==> config.mk <==
export PLATFORM = sky130hd
export DESIGN_NAME = pcm_byte_unpacker
export DESIGN_NICKNAME = d
export VERILOG_FILES = /design/src/rtl/pcm_unpack_pkg.sv /design/src/rtl/pcm_byte_placer.sv /design/src/rtl/pcm_byte_unpacker.sv
export SDC_FILE = /design/constraint.sdc
export NUM_CORES = 1
export LEC_CHECK = 0
export BUFFER_PORTS_ARGS = -buffer_cell sky130_fd_sc_hd__buf_2
export CORE_MARGIN = 2
export CORE_UTILIZATION = 48
export DETAILED_ROUTE_END_ITERATION = 7
export PLACE_DENSITY = 0.76
export SYNTH_ARGS = -nofsm -noshare
export SYNTH_HDL_FRONTEND = slang
export SYNTH_SLANG_ARGS = --single-unit
==> constraint.sdc <==
create_clock -name clk_ir -period 3.21 [get_ports clk_ir]
set_input_delay 0.1605 -clock clk_ir [delete_from_list [all_inputs] [get_ports clk_ir]]
set_output_delay 0.1605 -clock clk_ir [all_outputs]
set_load 0.05 [all_outputs]
==> src/rtl/pcm_unpack_pkg.sv <==
// Purpose : shared types, constants and helpers for the PCM byte unpacker.
// Latency : n/a (types and functions only).
// Backpr. : n/a.
// Contents: pcm_state_e (IDLE/ACCUM/HOLD), BYTE_W, pcm_word_t output record,
//           eff_word_bytes() which clamps the configured word size.
package pcm_unpack_pkg;

    localparam int BYTE_W     = 8;
    // Upper bounds of the legal parameter ranges, used to size pcm_word_t.
    localparam int MAX_DATA_W = 32;
    localparam int MAX_CHAN_W = 4;

    typedef enum logic [1:0] {
        ST_IDLE  = 2'd0,
        ST_ACCUM = 2'd1,
        ST_HOLD  = 2'd2
    } pcm_state_e;

    typedef struct packed {
        logic [MAX_DATA_W-1:0] data;
        logic [MAX_CHAN_W-1:0] chan;
        logic                  last;
        logic                  partial;
    } pcm_word_t;

    // A word size of 0, or larger than the instance supports, means "full width".
    function automatic logic [2:0] eff_word_bytes(input logic [2:0]  cfg,
                                                  input int unsigned max_bytes);
        if (cfg == 3'd0 || {29'd0, cfg} > max_bytes) begin
            return 3'(max_bytes);
        end
        return cfg;
    endfunction

endpackage

==> src/rtl/pcm_byte_placer.sv <==
// Purpose : combinational placement of one byte into a partially built word,
//           honouring endianness and the latched word size.
// Latency : 0 cycles (pure combinational).
// Backpr. : none; the caller decides when the result is registered.
// Ports   : word_i  current word contents (zero for the first byte of a word)
//           byte_i  byte to insert, idx_i its index within the word
//           n_i     effective bytes per word (1..MAX_WORD_BYTES)
//           big_endian_i  1 = byte 0 lands in the most significant used byte
//           word_o  word with the byte inserted (and sign-extended if enabled)
// Option  : PCM_UNPACK_SIGN_EXT_EN replicates bit 8N-1 into the bytes above N.
module pcm_byte_placer
    import pcm_unpack_pkg::*;
#(
    parameter int MAX_WORD_BYTES = 4
) (
    input  logic [BYTE_W*MAX_WORD_BYTES-1:0] word_i,
    input  logic [BYTE_W-1:0]                byte_i,
    input  logic [2:0]                       idx_i,
    input  logic [2:0]                       n_i,
    input  logic                             big_endian_i,
    output logic [BYTE_W*MAX_WORD_BYTES-1:0] word_o
);

    logic [2:0] pos;
`ifdef PCM_UNPACK_SIGN_EXT_EN
    logic       sign;
`endif

    always_comb begin
        word_o = word_i;
        pos    = big_endian_i ? (n_i - 3'd1 - idx_i) : idx_i;
        for (int k = 0; k < MAX_WORD_BYTES; k++) begin
            if (3'(k) == pos) begin
                word_o[BYTE_W*k +: BYTE_W] = byte_i;
            end
        end
`ifdef PCM_UNPACK_SIGN_EXT_EN
        // Bytes >= N are never written, so extending on every byte is harmless:
        // the value seen once the word completes is the one that matters.
        sign = 1'b0;
        for (int k = 0; k < MAX_WORD_BYTES; k++) begin
            if (3'(k + 1) == n_i) begin
                sign = word_o[BYTE_W*k + BYTE_W - 1];
            end
        end
        for (int k = 0; k < MAX_WORD_BYTES; k++) begin
            if (3'(k) >= n_i) begin
                word_o[BYTE_W*k +: BYTE_W] = {BYTE_W{sign}};
            end
        end
`endif
    end

endmodule

==> src/rtl/pcm_byte_unpacker.sv <==
// Purpose : assembles a PCM byte stream into 1..MAX_WORD_BYTES-byte words tagged
//           with an interleaved channel index; counts accepted bytes (saturating).
// Latency : word valid 1 cycle after its completing byte is accepted; all outputs registered.
// Backpr. : in_ready_o = !out_valid_o || out_ready_i, so a word drains and the next
//           word's first byte enters in the same cycle (1 word per N cycles sustained).
// Ports   : clk_ir/rst_ih clock and sync active-high reset; clear_i drops the word,
//           zeroes counter and channel; cfg_* sampled on the first byte of a word;
//           in_* byte input; out_* word output; bytes_read_o accepted-byte count.
// Option  : PCM_UNPACK_SIGN_EXT_EN sign-extends words shorter than MAX_WORD_BYTES.
module pcm_byte_unpacker
    import pcm_unpack_pkg::*;
#(
    parameter int MAX_WORD_BYTES = 4,
    parameter int NUM_CHANNELS   = 2,
    parameter int CNT_W          = 32,
    localparam int DATA_W = BYTE_W * MAX_WORD_BYTES,
    localparam int CH_W   = (NUM_CHANNELS > 1) ? $clog2(NUM_CHANNELS) : 1
) (
    input  logic              clk_ir,
    input  logic              rst_ih,
    input  logic [2:0]        cfg_word_bytes_i,
    input  logic              cfg_big_endian_i,
    input  logic              clear_i,
    input  logic [BYTE_W-1:0] in_data_i,
    input  logic              in_valid_i,
    input  logic              in_last_i,
    output logic              in_ready_o,
    output logic [DATA_W-1:0] out_data_o,
    output logic [CH_W-1:0]   out_chan_o,
    output logic              out_last_o,
    output logic              out_partial_o,
    output logic              out_valid_o,
    input  logic              out_ready_i,
    output logic [CNT_W-1:0]  bytes_read_o
);

    pcm_state_e        state_q;
    logic [2:0]        n_q;
    logic              be_q;
    logic [2:0]        idx_q;
    logic [DATA_W-1:0] data_q;
    logic [CH_W-1:0]   chan_q;
    logic              last_q;
    logic              partial_q;
    logic [CNT_W-1:0]  cnt_q;

    logic              accept;
    logic              out_hs;
    logic              word_start;
    logic              word_done;
    logic [2:0]        n_d;
    logic              be_d;
    logic [2:0]        idx_cur;
    logic [2:0]        idx_d;
    logic [DATA_W-1:0] base_word;
    logic [DATA_W-1:0] data_d;
    logic [CH_W-1:0]   chan_d;

    assign out_valid_o   = (state_q == ST_HOLD);
    // Forced low while reset is asserted so the source never sees a phantom accept.
    assign in_ready_o    = !rst_ih && (!out_valid_o || out_ready_i);
    assign out_data_o    = data_q;
    assign out_chan_o    = chan_q;
    assign out_last_o    = last_q;
    assign out_partial_o = partial_q;
    assign bytes_read_o  = cnt_q;

    assign accept = in_valid_i && in_ready_o && !clear_i;
    assign out_hs = out_valid_o && out_ready_i;

    always_comb begin
        // Outside ACCUM any accepted byte begins a fresh word (IDLE, or HOLD draining).
        word_start = (state_q != ST_ACCUM);
        n_d        = word_start ? eff_word_bytes(cfg_word_bytes_i, MAX_WORD_BYTES) : n_q;
        be_d       = word_start ? cfg_big_endian_i : be_q;
        idx_cur    = word_start ? 3'd0 : idx_q;
        base_word  = word_start ? '0 : data_q;
        idx_d      = idx_cur + 3'd1;
        word_done  = (idx_d == n_d) || in_last_i;
        chan_d     = (last_q || chan_q == CH_W'(NUM_CHANNELS - 1)) ? '0 : chan_q + CH_W'(1);
    end

    pcm_byte_placer #(
        .MAX_WORD_BYTES (MAX_WORD_BYTES)
    ) u_placer (
        .word_i       (base_word),
        .byte_i       (in_data_i),
        .idx_i        (idx_cur),
        .n_i          (n_d),
        .big_endian_i (be_d),
        .word_o       (data_d)
    );

    always_ff @(posedge clk_ir) begin
        if (rst_ih) begin
            state_q   <= ST_IDLE;
            n_q       <= 3'd0;
            be_q      <= 1'b0;
            idx_q     <= 3'd0;
            data_q    <= '0;
            chan_q    <= '0;
            last_q    <= 1'b0;
            partial_q <= 1'b0;
            cnt_q     <= '0;
        end else if (clear_i) begin
            state_q   <= ST_IDLE;
            idx_q     <= 3'd0;
            data_q    <= '0;
            chan_q    <= '0;
            last_q    <= 1'b0;
            partial_q <= 1'b0;
            cnt_q     <= '0;
        end else begin
            if (out_hs) begin
                chan_q <= chan_d;
                if (!accept) begin
                    state_q <= ST_IDLE;
                end
            end
            if (accept) begin
                if (cnt_q != '1) begin
                    cnt_q <= cnt_q + CNT_W'(1);
                end
                data_q    <= data_d;
                n_q       <= n_d;
                be_q      <= be_d;
                idx_q     <= idx_d;
                last_q    <= in_last_i;
                partial_q <= in_last_i && (idx_d != n_d);
                state_q   <= word_done ? ST_HOLD : ST_ACCUM;
            end
        end
    end

endmodule
Word level (Yosys, flattened, before mapping)

Index checks and enable logic that the tools add are counted.

Muxes and demuxes: 16
Add/sub/neg operators: 5
Order comparisons: 1
Reductions and logical operators: 26
Bitwise gates (word level): 1
Eq/ne operators: 8

Operators with widths:

| kind                                              | count |
|---|---|
| adder 32 x 1 -> 32 bit (second input constant)    | 1 |
| two-way mux 32 bit                                | 1 |
| two-way mux 8 bit                                 | 4 |
| != test 32 bit (second input constant)            | 1 |
| two-way mux 3 bit                                 | 5 |
| AND reduction 2 bit                               | 6 |
| nonzero test 2 bit                                | 5 |
| == test 2 x 3 -> 1 bit (first input constant)     | 2 |
| logical NOT 3 bit                                 | 2 |
| two-way mux 2 bit                                 | 3 |
| logical AND 1 bit                                 | 5 |
| logical OR 1 bit                                  | 4 |
| adder 3 x 1 -> 3 bit (second input constant)      | 1 |
| == test 1 x 3 -> 1 bit (first input constant)     | 1 |
| == test 3 bit                                     | 1 |
| > comparator 3 bit (second input constant)        | 1 |
| logical NOT 1 bit                                 | 3 |
| two-way mux 1 bit                                 | 3 |
| != test 3 bit                                     | 1 |
| subtractor 3 x 1 -> 3 bit (second input constant) | 1 |
| subtractor 3 bit                                  | 1 |
| == test 2 bit (second input constant)             | 1 |
| != test 2 x 1 -> 1 bit (second input constant)    | 1 |
| OR reduction 2 bit                                | 1 |
| 2 further kinds                                   | 2 |

Output and inout bits: 69
Bits of input ports: 18
Register bits: 76

Depth between registers and ports, before layout

Gate-level depths: netlist (run 1).

Depth after elaboration: 11
Mapped depth: 14
Gate-level depth less buffers: 13

Modules after synthesis

A second synthesis (run 1) with hierarchy kept.

Cell total of the unflattened synthesis: 643
Area total of the unflattened synthesis: 4879.7 um^2

By module, submodules not included:

| module            | area an instance (um^2) | cells each | sequential area each (um^2) | times used |
|---|---|---|---|---|
| pcm_byte_unpacker | 3627.2                  | 463        | 1521.5                      | 1 |
| pcm_byte_placer   | 1252.5                  | 180        | 0.0                         | 1 |

Least setup slack after synthesis (run 1)

No wires, ideal clock.

Kind: input port to flip-flop
Start: input port cfg_word_bytes_i[0]
End: register data_q[0] (netlist: out_data_o[0])
Data required time: 3.138 ns
Library setup time: 0.072 ns
Setup slack: 0.197 ns
Cell stages on the path: 14
Path buffers: 1
Arrival time: 2.941 ns
Cells stage by stage: or2_2 -> ha_1 -> nand3b_1 -> nand2_1 -> ha_1 -> inv_1 -> fa_1 -> or2_2 -> a21oi_1 -> nor4_4 -> xor2_2 -> nor4b_4 -> buf_6 -> mux2i_1

Word-level cells in the longest chain between the ends: 11

RTL lines:

| what                                                           | line                     | source |
|---|---|---|
| start, declared                                                | pcm_byte_unpacker.sv:21  | `input logic [2:0] cfg_word_bytes_i,` |
| > comparator 3 bit / logical NOT 3 bit (equally long branches) | pcm_unpack_pkg.sv:29     | `if (cfg == 3'd0 \|\| {29'd0, cfg} > max_bytes) begin` |
| logical OR 1 bit                                               | pcm_unpack_pkg.sv:29     |  |
| two-way mux 1 bit                                              | pcm_unpack_pkg.sv:29     |  |
| two-way mux 3 bit *                                            | pcm_unpack_pkg.sv:32     | `return cfg;` |
| two-way mux 3 bit *                                            | pcm_byte_unpacker.sv:74  | `n_d = word_start ? eff_word_bytes(cfg_word_bytes_i, MAX_WORD_BYTES) : n_q;` |
| named net n_d[0]                                               | pcm_byte_unpacker.sv:51  | `logic [2:0] n_d;` |
| subtractor 3 x 1 -> 3 bit *                                    | pcm_byte_placer.sv:31    | `pos = big_endian_i ? (n_i - 3'd1 - idx_i) : idx_i;` |
| subtractor 3 bit *                                             | pcm_byte_placer.sv:31    |  |
| two-way mux 3 bit *                                            | pcm_byte_placer.sv:31    |  |
| logical NOT 3 bit *                                            | pcm_byte_placer.sv:33    | `if (3'(k) == pos) begin` |
| nonzero test 2 bit (no source line)                            | n/a                      |  |
| AND reduction 2 bit (no source line)                           | n/a                      |  |
| end signal, assigned                                           | pcm_byte_unpacker.sv:124 | `data_q <= data_d;` |
| end, declared                                                  | pcm_byte_unpacker.sv:41  | `logic [DATA_W-1:0] data_q;` |

The timed path passes the listed nets; every way through them passes the cells marked *.
A chain may end at the register's enable or synchronous reset.

Worst setup path in the final report (run 1)

Start: register state_q[1]
End: register data_q[2] (netlist: out_data_o[2])

Word-level cells in the longest chain between the ends: 8

RTL lines:

| what                                 | line                     | source |
|---|---|---|
| start, declared                      | pcm_byte_unpacker.sv:37  | `pcm_state_e state_q;` |
| start signal, assigned               | pcm_byte_unpacker.sv:130 | `state_q <= word_done ? ST_HOLD : ST_ACCUM;` |
| != test 2 x 1 -> 1 bit *             | pcm_byte_unpacker.sv:73  | `word_start = (state_q != ST_ACCUM);` |
| two-way mux 3 bit *                  | pcm_byte_unpacker.sv:74  |  |
| named net n_d[0]                     | pcm_byte_unpacker.sv:51  |  |
| subtractor 3 x 1 -> 3 bit *          | pcm_byte_placer.sv:31    |  |
| subtractor 3 bit *                   | pcm_byte_placer.sv:31    |  |
| two-way mux 3 bit *                  | pcm_byte_placer.sv:31    |  |
| logical NOT 3 bit *                  | pcm_byte_placer.sv:33    |  |
| nonzero test 2 bit (no source line)  | n/a                      |  |
| AND reduction 2 bit (no source line) | n/a                      |  |

Marked as above.

==> results of run 1 <==
kinds of logic after synthesis:
kind of cell / share of synthesized area
adder cells (fa/ha/maj): 0.0199
multiplexers: 0.106
flip-flops: 0.432
buffers and inverters: 0.0312
AO/OA/AOI/OAI: 0.0561
AND/OR/NAND/NOR: 0.281
XOR/XNOR: 0.0742
Yosys cell counts, types with 2 or more instances:
library cell	count	area, µm²
a211oi_1	2	15.0
dfxtp_1	76	1520
a21oi_1	12	60.1
xnor2_1	12	105
nor4_1	8	50.1
nand4_1	20	125
and3_1	3	18.8
nor3b_1	3	22.5
clkbuf_1	10	37.5
inv_1	11	41.3
and2_1	3	18.8
buf_6	2	22.5
nand3_1	13	65.1
nand3b_1	3	22.5
nor2b_1	5	31.3
ha_1	4	50.1
mux2i_1	36	360
or3_1	3	18.8
nor3_1	8	40.0
nor2_1	42	158
a311oi_1	2	17.5
xor2_1	16	140
nand4_4	2	42.5
or2_2	4	25.0
o21ai_0	6	30.0
nand2_1	75	282
layer usage:
layer  wire length [µm]  global-route usage  part of all wire  vias up
met5                  0                   0                 0        -
met4                 87              0.0624             0.010        0
met3                447              0.0475             0.054        9
met2               4160               0.360              0.50       80
met1               3660               0.270              0.44     1475
li1                   -                   -                 -     1582
state kept, by name, summed over array words and instances, names as in the netlist:
signal,flops
idx_q,3
out_data_o,32
state_q,2
out_chan_o,1
be_q,1
out_partial_o,1
out_last_o,1
bytes_read_o,32
n_q,3
placed cells by master, fill, tap and decap left out, drive strengths merged, types with 9 or more instances in the layout:
cell / synthesis / routed
xnor2: 12 / 12
buf: 4 / 99
nand2: 75 / 75
inv: 11 / 15
nand3: 13 / 13
clkbuf: 10 / 9
nand4: 22 / 22
dfxtp: 76 / 76
nor2: 42 / 42
nor4: 9 / 9
mux2i: 37 / 37
a21oi: 13 / 13
xor2: 17 / 17
power groups by stage:
stage	Sequential, W	Combinational (W)	Clock, W
global route	0.000957	0.000169	0.000759
global placement	0.000977	0.000152	0
CTS	0.000956	0.000156	0.000717
detailed placement	0.000978	0.000155	0
floorplan	0.000989	0.0000956	0
finish	0.000955	0.000155	0.000697
worst max-delay path by stage:
stage	depth (start not counted)	start	slack, ps	end
after detailed placement	15	cfg_word_bytes_i[0]	8	out_data_o[2]$_SDFFE_PP0P_
final	13	state_q[1]$_SDFFE_PP0P_	300	out_data_o[2]$_SDFFE_PP0P_
after floorplan	14	cfg_word_bytes_i[0]	200	out_data_o[0]$_SDFFE_PP0P_
after global routing	13	state_q[1]$_SDFFE_PP0P_	80	out_data_o[2]$_SDFFE_PP0P_
after global placement	15	cfg_word_bytes_i[0]	120	out_data_o[1]$_SDFFE_PP0P_
after CTS	13	state_q[0]$_SDFFE_PP0P_	280	out_data_o[2]$_SDFFE_PP0P_
critical path: cells and delay by family, from the launching register on:
| kind | cells | cell delay [ps] |
|---|---|---|
| mux | 1 | 200 |
| compound gates | 1 | 220 |
| xor+xnor | 1 | 180 |
| simple gates | 6 | 1000 |
| flops | 1 | 400 |
| buf+inv | 2 | 280 |
| fa+ha+maj | 2 | 560 |
stage by stage:
| stage | total power (W) | setup slack [ps] | hold slack [ps] | std cells | cell area (µm²) |
|---|---|---|---|---|---|
| 2_1_floorplan | 0.00108 | 197 | 230 | 401 | 3520 |
| 3_3_place_gp | 0.00113 | 123 | 427 | 585 | 4130 |
| 3_5_place_dp | 0.00113 | 8.41 | 426 | 585 | 4130 |
| 4_1_cts | 0.00183 | 276 | 50.7 | 601 | 4320 |
| 5_1_grt | 0.00188 | 79.1 | 68.3 | 601 | 4320 |
| 6_report | 0.00181 | 297 | 69.0 | 601 | 4320 |
area by class of cell:
| cell class | instances | share of cell area |
|---|---|---|
| Sequential cell | 76 | 0.352 |
| Multi-Input combinational cell | 300 | 0.440 |
| Tap cell | 99 | 0.0287 |
| Timing Repair Buffer | 99 | 0.125 |
| Clock buffer | 9 | 0.0287 |
| Inverter | 11 | 0.00956 |
| Clock inverter | 7 | 0.0156 |
==> metrics.md, run 1 <==
| Metric | Value |
|---|---|
| Number of vias per cell | around 5.2 |
| CTS H-tree depth | 3 |
| Placement row count | 31 |
| Min-Delay Startpoint | rst_ih |
| Worst EP arrival | between 3000 and 4000 ps |
| First-pass GRT wire length | ~13 mm |
| Max_cap viols | 0 |
| Synth Area per Inst | 8.79 µm² |
| Critical Path End Type | flip-flop |
| Primary FF master, synth | dfxtp_1 |
| Internal | around 0.0013 W |
| Final Setup Violations | 0 |
| Leakage power | between 1.5 and 2 nW |
| Worst r2r src | state_q[1]$_SDFFE_PP0P_ |
| Vias in the first global route | slightly below 3000 |
| Footprint of the multi-input gates | around 1900 µm² |
| FF-to-FF setup slack | approximately 300 ps |
| Fin crit share | 0.907 |
| R2R depth | 13 |
| Nets | 520 |
| Reg clk slew, reported paths | about 90 ps |
| Hold Crit Class | in -> reg |
| Hold-fix buffers, CTS | 0 |
| Clock root buffer | clkbuf_8 |
| RR Endpoint | out_data_o[2]$_SDFFE_PP0P_ |
| Initial antenna violation count | 0 |
| Detailed Place HPWL | 6.13 mm |
| Register area | about 1500 µm² |
| Cell count after synthesis | 401 |
| Comb pwr share | 0.086 |
| Critical path required time | 3490 ps |
| Clock buffer depth | 2 |
| Slew HR | 0.482 |
| Hold Path Depth | 2 |
| Final Util | 0.602 |
| Filler Cells Inserted | 656 |
| DIE HEIGHT | 89.7 µm |
| Largest stage delay, worst path | approximately 400 ps |
| Unrepaired setup endpoints after global routing | no |
| Final Skew | ~9.4 ps |
| Drt initial violations | between 100 and 150 |
| Hold Path End | n_q[0]$_SDFFE_PP0P_ |
| Top-level port count | 87 |
| Worst-margin pin slew | 774 ps |
| P per Cell Area | between 400 and 500 nW/µm² |
| Routed wire length | approximately 8.3 mm |
| CP max-delay cell | dfxtp_1 |
| Crit path kind | reg -> reg |
| Pins Over Slew Limit | 0 |
| PortBufs | between 80 and 90 |
| Fraction of layout cells with a size suffix above 1 | 0.257 |
| Switch share | 0.278 |
| Final-report hold violation count | 0 |
| CTS tree | built |
| Die ar. | about 8000 µm² |
| Largest net degree at the start of global routing | 40 |
| Vias | ~3100 |
| Core area | 7180 µm² |
| Yosys cell types | 46 |
| CP startpoint kind | flip-flop |
| Sequential area share after synthesis | 0.432 |
| Die W | approximately 90 µm |
| Critical-path cell list | nand2b_1 -> nand3b_1 -> nand2_1 -> ha_1 -> inv_1 -> fa_1 -> or2_2 -> a21oi_1 -> nor4_4 -> xor2_2 -> nor4b_4 -> buf_4 -> mux2i_1 |
| Crit-path max FO | 8 |
| Clock Latency Late Sink | about 350 ps |
| Syn nets | around 420 |
| Grt ovf | 0 |
| Max Freq | about 340 MHz |
| Gpl congestion | 0.797 |
| Initial core utilization | 0.491 |
| Ys async rst share | 0 |
| Synthesis-to-finish area growth | 22.6% |
| Drt wl/cell | around 14 µm |
| Min Tclk post-route | 2910 ps |
| VDD IR max | ~0.26 mV |
| Setup TNS Final | 0 ps |
| Syn Std Cell Area | about 3500 µm² |
| Postcts setup bufs | 0 |
| Drt first pass iters | 4 |
| Ys Warns | 0 |
| DR DRC count | 0 |
| GRT Util Overall | 0.212 |
| CTS buffer count | 9 |
| ANT nets after route | 0 |
| Post-synth EDFFs | 0 |
| Status | finished clean |
| Clock share of power | 0.386 |
| Antenna Diode Count | 0 |
| Switch Pwr | between 0.0005 and 0.0006 W |
| Sequential fraction of design power | 0.529 |
| Register bit count reported by yosys | 76 |
| TritonCTS Sinks | 76 |
| CTS resizes | 0 |
Power figures use the tool's default switching activity.
==> inputs of run 2 (changes only) <==
PLACE_DENSITY = default   (was 0.76)
PLACE_DENSITY_LB_ADDON = 0.05   (was default)
==> run 2 against run 1 <==
  * Utilization grew 0.24 points
  * Die area is the same
  * Global-route usage shrank 0.68 points
  * Sequential share of layout area shrank 0.14 points
  * Register-to-register slack gained 30 ps
  * Routed wire length shrank 3.3%
  * Clock-buffer cell count is the same
  * Via count shrank 1.1%
  * Flip-flop and latch count is the same
  * Critical path type unchanged
  * Largest cell class unchanged
  * Largest power group unchanged
==> metrics.md, run 2 (synthesis gave the netlist of run 1 again) <==
| Metric | Value |
|---|---|
| P per Cell Area | 413 nW/µm² (-1.4%) |
| Die W | 89.7 µm (unchanged) |
| Filler Cells Inserted | 679 (+3.5%) |
| Worst EP arrival | 3160 ps (-30 ps) |
| Drt first pass iters | 4 (unchanged) |
| Leading cell type in the layout, fill and taps excluded | buf_2 |
| Fin crit share | 0.898 (-0.00942) |
| Status | finished clean |
| Synthesis-to-finish area growth | 23.1% |
| Hold Path End | n_q[0]$_SDFFE_PP0P_ |
| TritonCTS Sinks | 76 (unchanged) |
| Reg clk slew, reported paths | 90 ps (about the same) |
| Vias in the first global route | 2784 (-4.4%) |
| Nets | 522 (+0.38%) |
| Antenna Diode Count | 0 (unchanged) |
| Final Setup Violations | 0 (unchanged) |
| Number of vias per cell | 5.16 (-1.4%) |
| R2R depth | 13 (unchanged) |
| Routed wire length | 8.07 mm (-3.3%) |
| Drt initial violations | 157 (+9.0%) |
| Final Non-Filler Cells | 603 (+0.33%) |
| Placement row count | 31 (unchanged) |
| CP startpoint kind | flip-flop |
| Clock share of power | 0.379 (-0.007) |
| Switch Pwr | 0.000490 W (-2.5%) |
| Internal | 0.00130 W (-0.42%) |
| Vias | 3112 (-1.1%) |
| Crit-path max FO | 8 (unchanged) |
| Fraction of layout cells with a size suffix above 1 | 0.260 (+0.00295) |
| ANT nets after route | 0 (unchanged) |
| Largest stage delay, worst path | 400 ps (about the same) |
| Slew HR | 0.496 (+0.0137) |
| VDD IR max | 0.201 mV (-22%) |
| Clock buffer depth | 2 (unchanged) |
| Pins Over Slew Limit | 0 (unchanged) |
| Switch share | 0.274 (-0.00416) |
| Final Instance Area | 4340 µm² (+0.41%) |
| Dpl cells | 587 (+0.34%) |
| Final-report hold violation count | 0 (unchanged) |
| First-pass GRT wire length | 12.8 mm (-4.0%) |
| Worst-margin pin slew | 754 ps (-20.4 ps) |
| CTS resizes | 0 (unchanged) |
| Drt wl/cell | 13.4 µm (-3.6%) |
| Hold-fix buffers, CTS | 0 (unchanged) |
| Most frequent cells in the layout | 86 x buf_2, 76 x dfxtp_1, 75 x nand2_1 |
| FF-to-FF setup slack | 330 ps (+30 ps) |
| Unrepaired setup endpoints after global routing | no |
| Detailed Place HPWL | 5.91 mm (-3.6%) |
| Final Skew | 11.3 ps (+1.98 ps) |
| Hold Crit Class | in -> reg |
| Postcts setup bufs | 0 (unchanged) |
| Hold Path Depth | 2 (unchanged) |
| Setup TNS Final | 0 ps (unchanged) |
| Min Tclk post-route | 2880 ps (-30.3 ps) |
| Min-Delay Startpoint | rst_ih |
| CTS buffer count | 9 (unchanged) |
| Leakage power | 1.87 nW (+0.36%) |
| GRT Util Overall | 0.206 (-0.00676) |
| Initial antenna violation count | 0 (unchanged) |
| RR Endpoint | out_data_o[6]$_SDFFE_PP0P_ |
| Max Freq | 347 MHz (+1.0%) |
| Critical path required time | 3490 ps (about the same) |
| Clock root buffer | clkbuf_8 |
| Clock Latency Late Sink | 350 ps (about the same) |
| Largest net degree at the start of global routing | 40 (unchanged) |
| Max_cap viols | 0 (unchanged) |
| Power Total | 0.00179 W (-0.99%) |
| Worst r2r src | state_q[0]$_SDFFE_PP0P_ |
| Crit path kind | reg -> reg |
| Initial core utilization | 0.491 (unchanged) |
| CTS tree | built |
| DIE HEIGHT | 89.7 µm (unchanged) |
| Sequential fraction of design power | 0.534 (+0.005) |
| Grt ovf | 0 (unchanged) |
| PortBufs | 86 (unchanged) |
| Comb pwr share | 0.087 (about the same) |
| DR DRC count | 0 (unchanged) |
| Die ar. | 8040 µm² (unchanged) |
| Critical Path End Type | flip-flop |
| CTS H-tree depth | 3 (unchanged) |
| Top-level port count | 87 (unchanged) |
| Placement Cell Area | 4160 µm² (+0.67%) |
| Critical-path cell list | nor2b_1 -> buf_4 -> nand2_1 -> ha_1 -> inv_1 -> fa_1 -> or2_2 -> a21oi_1 -> nor4_4 -> xor2_2 -> nor4b_4 -> buf_12 -> mux2i_1 |
| Gpl congestion | 0.853 (+7.0%) |
| CP max-delay cell | fa_1 |
| Core area | 7180 µm² (unchanged) |
[run 2: power groups by stage]
stage,registers (W),clock network (W),logic [W]
after floorplan,0.000989,0,0.0000956
after global placement,0.000978,0,0.000157
after detailed placement,0.000978,0,0.000157
after CTS,0.000956,0.000695,0.000158
after global routing,0.000957,0.000751,0.000171
final,0.000955,0.000678,0.000156
[run 2: final cells by class]
type	instances	area, µm²	share of cell area
Sequential cell	76	1520	0.351
Timing Repair Buffer	101	568	0.131
Clock buffer	9	124	0.0286
Tap cell	99	124	0.0286
Clock inverter	7	57.6	0.0133
Multi-Input combinational cell	300	1900	0.438
Inverter	11	41.3	0.00952
[run 2: per-layer routing]
layer | wire, µm | vias up | global-route usage | part of all wire
met3 | 447 | 9 | 0.0512 | 0.055
met2 | 3770 | 80 | 0.343 | 0.47
li1 | - | 1580 | - | -
met1 | 3730 | 1443 | 0.263 | 0.46
met4 | 120 | 0 | 0.0624 | 0.015
met5 | 0 | - | 0 | 0
[run 2: worst max-delay path by stage]
stage / end / slack, ps / cells past startpoint / from
2_1_floorplan: out_data_o[0]$_SDFFE_PP0P_ / 200 / 14 / cfg_word_bytes_i[0]
3_3_place_gp: out_data_o[3]$_SDFFE_PP0P_ / 120 / 15 / cfg_word_bytes_i[0]
3_5_place_dp: out_data_o[2]$_SDFFE_PP0P_ / 90 / 15 / cfg_word_bytes_i[0]
4_1_cts: out_data_o[7]$_SDFFE_PP0P_ / 320 / 13 / state_q[0]$_SDFFE_PP0P_
5_1_grt: out_data_o[6]$_SDFFE_PP0P_ / 120 / 13 / state_q[0]$_SDFFE_PP0P_
6_report: out_data_o[6]$_SDFFE_PP0P_ / 330 / 13 / state_q[0]$_SDFFE_PP0P_
[run 2: stage by stage]
step / utilization / hold slack (ps) / worst slack, ps
2_1_floorplan: - / 230 / 197
3_3_place_gp: 0.579 / 411 / 121
3_5_place_dp: 0.579 / 418 / 88.7
4_1_cts: 0.604 / 44.0 / 323
5_1_grt: 0.604 / 49.4 / 121
6_report: 0.604 / 55.9 / 327
[run 2: critical path, delay by kind of cell, from the launching register on]
| family | cells | cell delay, ps |
|---|---|---|
| and+or+nand+nor | 5 | 920 |
| adders and majority gates | 2 | 560 |
| DFF | 1 | 370 |
| buffers and inverters | 3 | 370 |
| AOI/OAI and AO/OA | 1 | 220 |
| xor gates and xnor gates | 1 | 180 |
| muxes | 1 | 170 |
==> inputs of run 3 (changes only) <==
MAX_ROUTING_LAYER = met4   (was default)
RECOVER_POWER = 100   (was default)
REMOVE_ABC_BUFFERS = 1   (was default)
==> run 3 against run 2 <==
  * Routed wire length rose by 2.8%
  * Die area did not move
  * Sequential share of layout area grew 0.80 points
  * First-iteration DRC count shrank 41%
  * Critical path type unchanged
==> metrics.md, run 3 (synthesis gave the netlist of run 1 again) <==
| Metric | Value |
|---|---|
| Status | finished clean |
| Clock buffer depth | 2 (unchanged) |
| Hold-fix buffers, CTS | 0 (unchanged) |
| Clock root buffer | clkbuf_8 |
| CTS buffer count | 9 (unchanged) |
| Largest net degree at the start of global routing | 40 (unchanged) |
| Leakage power | 1.55 nW (-17%) |
| ANT nets after route | 0 (unchanged) |
| First-pass GRT wire length | 13.5 mm (+5.9%) |
| Synthesis-to-finish area growth | 20.3% |
| TritonCTS Sinks | 76 (unchanged) |
| Final Setup Violations | 0 (unchanged) |
| Worst-margin pin slew | 769 ps (+15.5 ps) |
| Core area | 7180 µm² (unchanged) |
| Postcts setup bufs | 0 (unchanged) |
| Setup TNS Final | 0 ps (unchanged) |
| Max Freq | 339 MHz (-2.2%) |
| GRT Util Overall | 0.225 (+0.0194) |
| Worst EP arrival | 3230 ps (+70 ps) |
| Power Total | 0.00187 W (+4.5%) |
| Die W | 89.7 µm (unchanged) |
| Number of vias per cell | 5.20 (+0.68%) |
| DR DRC count | 0 (unchanged) |
| VDD IR max | 0.235 mV (+17%) |
| Initial core utilization | 0.491 (unchanged) |
| CP startpoint kind | flip-flop |
| Final-report hold violation count | 0 (unchanged) |
| P per Cell Area | 441 nW/µm² (+6.9%) |
| Switch share | 0.257 (-0.0168) |
| Reg clk slew, reported paths | 80 ps (about the same) |
| Top-level port count | 87 (unchanged) |
| Clock share of power | 0.408 (+0.029) |
| Grt ovf | 0 (unchanged) |
| PortBufs | 86 (unchanged) |
| Nets | 521 (-0.19%) |
| Vias in the first global route | 2913 (+4.6%) |
| Hold Crit Class | in -> reg |
| Fin crit share | 0.918 (+0.0204) |
| Die ar. | 8040 µm² (unchanged) |
| Max_cap viols | 0 (unchanged) |
| Final Skew | 10.2 ps (-1.17 ps) |
| CTS tree | built |
| Critical path required time | 3490 ps (about the same) |
| Critical Path End Type | flip-flop |
| Comb pwr share | 0.081 (-0.006) |
| DIE HEIGHT | 89.7 µm (unchanged) |
| Vias | 3128 (+0.51%) |
| Clock Latency Late Sink | 350 ps (about the same) |
| Leading cell type in the layout, fill and taps excluded | dfxtp_1 |
| Gpl congestion | 0.789 (-7.5%) |
| Pins Over Slew Limit | 0 (unchanged) |
| Drt initial violations | 93 (-41%) |
| CTS H-tree depth | 3 (unchanged) |
| Drt wl/cell | 13.8 µm (+2.9%) |
| CTS resizes | 0 (unchanged) |
| Fraction of layout cells with a size suffix above 1 | 0.111 (-0.149) |
| Sequential fraction of design power | 0.511 (-0.023) |
| Drt first pass iters | 4 (unchanged) |
| Switch Pwr | 0.000481 W (-1.9%) |
| Detailed Place HPWL | 6.04 mm (+2.2%) |
| Most frequent cells in the layout | 76 x dfxtp_1, 75 x nand2_1, 72 x clkbuf_1 |
| Routed wire length | 8.29 mm (+2.8%) |
| Initial antenna violation count | 0 (unchanged) |
| Slew HR | 0.485 (-0.0104) |
| Crit-path max FO | 8 (unchanged) |
| Unrepaired setup endpoints after global routing | no |
| Placement row count | 31 (unchanged) |
| Internal | 0.00139 W (+6.9%) |
| Antenna Diode Count | 0 (unchanged) |
| Crit path kind | reg -> reg |
| Min Tclk post-route | 2950 ps (+65.5 ps) |
-- run 3: power by group through the flow --
stage | clock [W] | combinational (W) | sequential [W]
floorplan | 0 | 0.0000903 | 0.000989
finish | 0.000764 | 0.000151 | 0.000956
CTS | 0.000782 | 0.000157 | 0.000956
global route | 0.000821 | 0.000166 | 0.000957
detailed placement | 0 | 0.000157 | 0.000978
global placement | 0 | 0.000156 | 0.000978
-- run 3: per-stage QoR --
step	setup slack, ps	utilization	instance area (µm²)	cells	hold slack [ps]
4_1_cts	333	0.607	4360	602	32.2
5_1_grt	67.0	0.591	4240	602	41.1
6_report	262	0.591	4240	602	48.2
3_3_place_gp	115	0.578	4150	586	415
2_1_floorplan	-10.1	-	3450	387	230
3_5_place_dp	45.8	0.578	4150	586	418
-- run 3: layout make-up --
cell class                      instances  area (µm²)
Tap cell                               99         124
Sequential cell                        76        1520
Multi-Input combinational cell        300        1880
Clock inverter                          6        70.1
Fill cell                             746        2940
Inverter                               11        41.3
Timing Repair Buffer                  100         463
Clock buffer                           10         138
-- run 3: worst paths after layout --
check / startpoint / cells after the start / end / slack, ps
setup / recovery: state_q[0]$_SDFFE_PP0P_ / 13 / out_data_o[2]$_SDFFE_PP0P_ / 260
hold / removal: rst_ih / 2 / n_q[1]$_SDFFE_PP0P_ / 50
setup reg to reg: state_q[0]$_SDFFE_PP0P_ / 13 / out_data_o[2]$_SDFFE_PP0P_ / 260
hold reg to reg: out_data_o[23]$_SDFFE_PP0P_ / 2 / out_data_o[23]$_SDFFE_PP0P_ / 460
-- run 3: layer usage --
metal	global-route usage	vias to the layer above	routed length (µm)
met5	-	-	0
met4	0.0868	0	123
met3	0.0457	12	342
met2	0.372	66	4050
met1	0.269	1469	3770
li1	-	1581	-
-- run 3: worst max-delay path, cell delays in order (launching register included) --
cell,delay [ps]
dfxtp_1,360
nor2b_1,160
buf_4,160
nand2_1,140
ha_1,160
inv_1,50
fa_1,400
or2_2,290
a21oi_1,220
nor4_4,80
xor2_2,180
nor4b_2,330
buf_12,180
mux2i_1,170
